File: src/rtl/core_pkg.sv
// Shared types for the core pipeline: default datapath widths, the MEM/WB payload
// layout, and the occupancy-state encoding used by the elastic pipeline registers.
package core_pkg;

  localparam int DATA_W = 32;
  localparam int DEST_W = 4;

  typedef struct packed {
    logic              wb_en;
    logic              mem_r_en;
    logic [DATA_W-1:0] alu_result;
    logic [DATA_W-1:0] mem_read_value;
    logic [DEST_W-1:0] dest;
  } mem_wb_payload_t;

  // The encoding equals the number of held entries, so the state drives occupancy directly.
  typedef enum logic [1:0] {
    SKID_EMPTY = 2'd0,
    SKID_ONE   = 2'd1,
    SKID_TWO   = 2'd2
  } skid_state_e;

endpackage

File: src/rtl/skid_buffer.sv
// Generic valid/ready register stage with a one-entry skid.
// Upstream ready depends only on registered state; flush clears both entries.
module skid_buffer
  import core_pkg::*;
#(
  parameter int PAYLOAD_W = 8
) (
  input  logic                 clk,
  input  logic                 rst,
  input  logic                 flush_i,
  input  logic                 in_valid_i,
  output logic                 in_ready_o,
  input  logic [PAYLOAD_W-1:0] in_payload_i,
  output logic                 out_valid_o,
  input  logic                 out_ready_i,
  output logic [PAYLOAD_W-1:0] out_payload_o,
  output logic [1:0]           occupancy_o
);

  // state      | meaning
  // SKID_EMPTY | no entry held
  // SKID_ONE   | main entry valid, skid empty
  // SKID_TWO   | main and skid entries valid, upstream stalled

  skid_state_e          state_q, state_d;
  logic [PAYLOAD_W-1:0] main_q, skid_q;
  logic                 accept, consume;
  logic                 load_main_in, load_main_skid, load_skid;

  assign in_ready_o    = (state_q != SKID_TWO);
  assign out_valid_o   = (state_q != SKID_EMPTY);
  assign out_payload_o = main_q;
  assign occupancy_o   = state_q;

  assign accept  = in_valid_i & in_ready_o & ~flush_i;
  assign consume = out_valid_o & out_ready_i;

  always_ff @(posedge clk or posedge rst) begin
    if (rst) begin
      state_q <= SKID_EMPTY;
    end else begin
      state_q <= state_d;
    end
  end

  always_comb begin
    state_d        = state_q;
    load_main_in   = 1'b0;
    load_main_skid = 1'b0;
    load_skid      = 1'b0;
    if (flush_i) begin
      state_d = SKID_EMPTY;
    end else begin
      case (state_q)
        SKID_EMPTY: begin
          if (accept) begin
            load_main_in = 1'b1;
            state_d      = SKID_ONE;
          end
        end
        SKID_ONE: begin
          if (consume && accept) begin
            load_main_in = 1'b1;
          end else if (consume) begin
            state_d = SKID_EMPTY;
          end else if (accept) begin
            load_skid = 1'b1;
            state_d   = SKID_TWO;
          end
        end
        SKID_TWO: begin
          // in_ready is low here, so the only possible event is a consume.
          if (consume) begin
            load_main_skid = 1'b1;
            state_d        = SKID_ONE;
          end
        end
        default: begin
          state_d = SKID_EMPTY;
        end
      endcase
    end
  end

  // Payloads hold through a flush; only the state marks them invalid.
  always_ff @(posedge clk or posedge rst) begin
    if (rst) begin
      main_q <= '0;
      skid_q <= '0;
    end else begin
      if (load_main_in) begin
        main_q <= in_payload_i;
      end else if (load_main_skid) begin
        main_q <= skid_q;
      end
      if (load_skid) begin
        skid_q <= in_payload_i;
      end
    end
  end

endmodule

File: src/rtl/mem_wb_skid_reg.sv
// Elastic MEM->WB pipeline register: packs the MEM payload into a skid buffer,
// gates the write enables with the head valid and selects the write-back value.
module mem_wb_skid_reg #(
  parameter int DATA_W = core_pkg::DATA_W,
  parameter int DEST_W = core_pkg::DEST_W
) (
  input  logic              clk,
  input  logic              rst,
  input  logic              flush,
  input  logic              in_valid,
  output logic              in_ready,
  input  logic              wb_en_in,
  input  logic              mem_r_en_in,
  input  logic [DATA_W-1:0] alu_result_in,
  input  logic [DATA_W-1:0] mem_read_value_in,
  input  logic [DEST_W-1:0] dest_in,
  output logic              out_valid,
  input  logic              out_ready,
  output logic              wb_en,
  output logic              mem_r_en,
  output logic [DATA_W-1:0] alu_result,
  output logic [DATA_W-1:0] mem_read_value,
  output logic [DEST_W-1:0] dest,
  output logic [DATA_W-1:0] wb_value,
  output logic [1:0]        occupancy
);

  // Same field order as core_pkg::mem_wb_payload_t, but sized by this instance's parameters.
  localparam int PAYLOAD_W = 2 + 2 * DATA_W + DEST_W;

  logic [PAYLOAD_W-1:0] in_payload;
  logic [PAYLOAD_W-1:0] head_payload;
  logic                 head_wb_en;
  logic                 head_mem_r_en;

  assign in_payload = {wb_en_in, mem_r_en_in, alu_result_in, mem_read_value_in, dest_in};

  skid_buffer #(
    .PAYLOAD_W (PAYLOAD_W)
  ) u_skid (
    .clk           (clk),
    .rst           (rst),
    .flush_i       (flush),
    .in_valid_i    (in_valid),
    .in_ready_o    (in_ready),
    .in_payload_i  (in_payload),
    .out_valid_o   (out_valid),
    .out_ready_i   (out_ready),
    .out_payload_o (head_payload),
    .occupancy_o   (occupancy)
  );

  assign {head_wb_en, head_mem_r_en, alu_result, mem_read_value, dest} = head_payload;

  // A stale payload left behind by a flush must never reach the register file.
  assign wb_en    = head_wb_en & out_valid;
  assign mem_r_en = head_mem_r_en & out_valid;
  assign wb_value = head_mem_r_en ? mem_read_value : alu_result;

endmodule

File: config.mk
export PLATFORM = sky130hd
export DESIGN_NAME = mem_wb_skid_reg
export DESIGN_NICKNAME = d
export VERILOG_FILES = /design/src/rtl/core_pkg.sv /design/src/rtl/skid_buffer.sv /design/src/rtl/mem_wb_skid_reg.sv
export SDC_FILE = /design/constraint.sdc
export NUM_CORES = 1
export LEC_CHECK = 0
export ABC_AREA = 1
export CELL_PAD_IN_SITES_DETAIL_PLACEMENT = 1
export CELL_PAD_IN_SITES_GLOBAL_PLACEMENT = 2
export CORE_MARGIN = 5
export CORE_UTILIZATION = 24
export DETAILED_ROUTE_END_ITERATION = 10
export PLACE_DENSITY = 0.82
export SLEW_MARGIN = 10
export SYNTH_ARGS = -nofsm -noshare
export SYNTH_HDL_FRONTEND = slang
export SYNTH_HIERARCHICAL = 1
export SYNTH_SLANG_ARGS = --single-unit
File: constraint.sdc
create_clock -name clk -period 4.35 [get_ports clk]
set_input_delay 0.6525 -clock clk [delete_from_list [all_inputs] [get_ports clk]]
set_output_delay 0.6525 -clock clk [all_outputs]
set_load 0.05 [all_outputs]
==> out/results.ini <==
[die]
fp-row-count=60
initial_core_util=0.241
core_area_um2=26700
io_pins=181
dieArea_um2=30300
die_h_um=174
fp.dieW_um=174

[clock_network]
clock-sinks=142
hold_buffers=0
clock_latency_ns=0.42
clk_transition_reported_paths_ns=0.06
cts_buffer_depth=2
htreeDepth=4
cts_inserted_buffers=17
postCtsSetupBuffers=0
cts_tree=yes
ctsRootBufferMaster=clkbuf_16
cts-resized-gates=0

[synth]
synth_compound_area_frac=0.109
synth-xor-area-share=0
yosysWarnings=6
synthMuxAreaShare=0
netlist_instances=814
yosysSeqAreaShare=0.551
synth.distinct_cells=17
yosysTopAreaCellShare=0.551
synthAdderAreaFrac=0
synth_simple_gate_area_frac=0.249
syn_area_um2=6450
synth_nets=889
synth.top_cells.by_area=dfrtp_1 (55%), a21oi_1 (11%), nand2_1 (10%)
synth_area_per_cell_um2=7.93
synth_top_family_by_area=simple AND/OR/NAND/NOR gates
synth_seq_cells=142
synth_top_area_cell=dfrtp_1

[detailed_routing]
drt-wirelength-per-cell_um=15.7
ant_nets=0
vias=5923
first_pass_iters=4
vias_per_cell=4.48
top_layer=met4
routed_wl_mm=20.8
drcViolationCount=0
route.layer.met1.wl_mm=9.54
met2_length_mm=10.1
routed-wl-met3_um=989
drt_iter0_drc=320

[setup_path]
cp_common_cell=nand2_1
slowest_stage=clkdlybuf4s50_1
critPathKind=register to output port
worstPathArrival_ns=2.52
crit_chain=inv_4, nand2_1, nand2_1, clkdlybuf4s50_1
endpoint_kind=output port
crit_path_max_fanout=32
worstSetupStartpointType=register
r2r_start=u_skid/occupancy_o[1]$_DFFE_PP0P_
cp-startpoint=u_skid/out_payload_o[68]$_DFFE_PP0P_
critical-path-max-stage-delay_ns=0.79
worstPathRequired_ns=3.70

[global_route]
grt_max_degree=143
antenna_found_initial=0
grt_pass1_vias=6294
grt_overflow=0
grt_first_pass_wirelength_mm=34.4
grt.total_usage=0.140

[worst_hold_path]
worstHoldPathType=register to register
min-delay-start=u_skid/out_payload_o[69]$_DFFE_PP0P_

[finish]
final-seq-area_um2=3550
multiInputGateArea_um2=2330
drive_above_1_share=0.0469
fillers=3168
diodes=0
layout.nets=1044
area_delta_synth_final_pct=41.6

[timing]
clock_skew_ns=0.0107
fmax_ghz=0.315
finalCriticalPeriod_ns=3.17
finalCritPeriodShare=0.730
tns_ns=0
setup_viol=0
tightest_slew_ns=1.03
final-max-slew-violation-count=0
rsz0062_at_grt=no
relSlewSlack=0.312
final_hold_viol_count=0

[pwr]
max-vdd-ir-drop_v=0.000283
finalPower_mw=5.71
leakagePower_nw=4.60
power.density_nw_per_um2=625

[placed_design]
port_buffers=180
place_congestion=0.726
hpwl_mm=13.3

[outcome]
status=finished, final reports clean

[flow_run]
maxCapViolCount=0

report_power, final:
group	leakage (nW)	switching, mW	internal [mW]
registers	1.63	0.225	1.71
logic	2.68	1.52	0.731
clock network	0.286	0.601	0.921
logic make-up after synthesis:
family | count (synthesis)
buf+inv | 133
flops | 142
simple gates | 398
compound gates | 141
final cells by class:
cell class / count / share of cell area
tap: 341 / 0.0467
clock inverter: 12 / 0.0177
timing repair buffer: 187 / 0.208
multi-input combinational: 539 / 0.255
clock buffer: 19 / 0.0485
inverter: 82 / 0.0344
sequential: 142 / 0.389
flip-flops by register name (all words and copies together), names as in the netlist:
name / count
u_skid/out_payload_o: 70
u_skid/skid_q: 70
u_skid/occupancy_o: 2
critical path: cells and delay by family (launching register included):
kind	cells	cell delay (ns)
simple gates	2	0.26
buf+inv	2	1.22
flops	1	0.59
placed cells by master (no fill, tap or decap), types with 2 or more instances in the layout:
cell type | synthesis | final
clkdlybuf4s50_1 | 0 | 180
nand2_1 | 176 | 176
nor2_1 | 144 | 144
dfrtp_1 | 142 | 141
a21oi_1 | 140 | 140
inv_1 | 79 | 78
nand3_1 | 75 | 74
clkbuf_16 | 0 | 17
clkinvlp_4 | 0 | 4
buf_12 | 0 | 4
bufinv_16 | 0 | 3
inv_6 | 0 | 3
buf_4 | 3 | 3
clkinv_4 | 0 | 2
inv_2 | 2 | 2
synthesized netlist by cell type (all sizes together):
cell / instances
dfrtp: 142
nor2: 145
buf: 46
clkbuf: 5
nand4: 1
a21oi: 140
nand2: 177
inv: 82
nand3: 75
o21ai: 1
through the flow:
stage                util  cells  worst slack (ns)  hold slack (ns)  area, um^2
global route        0.342   1322              1.04            0.527        9140
detailed placement  0.319   1291              1.22            0.498        8530
global placement    0.319   1291              1.29            0.489        8530
finish              0.342   1322              1.18            0.506        9140
CTS                 0.342   1322              1.11            0.513        9140
floorplan               -    814              1.92            0.476        6460
per-layer routing:
metal,global-route usage,up-vias
li1,-,2867
met1,0.184,2934
met2,0.232,109
met3,0.0402,13
met4,0.0300,0
met5,0,-
final timing paths:
kind / cells past startpoint / slack (ns) / end
max: 4 / 1.18 / wb_value[28]
min: 2 / 0.51 / u_skid/out_payload_o[69]$_DFFE_PP0P_
max reg2reg: 5 / 1.89 / u_skid/skid_q[68]$_DFFE_PP0P_
min reg2reg: 2 / 0.51 / u_skid/out_payload_o[69]$_DFFE_PP0P_
max in group asynchronous: 3 / 2.94 / u_skid/skid_q[13]$_DFFE_PP0P_
min in group asynchronous: 3 / 0.82 / u_skid/out_payload_o[65]$_DFFE_PP0P_
Note: power is estimated with default switching activity, not from simulation.
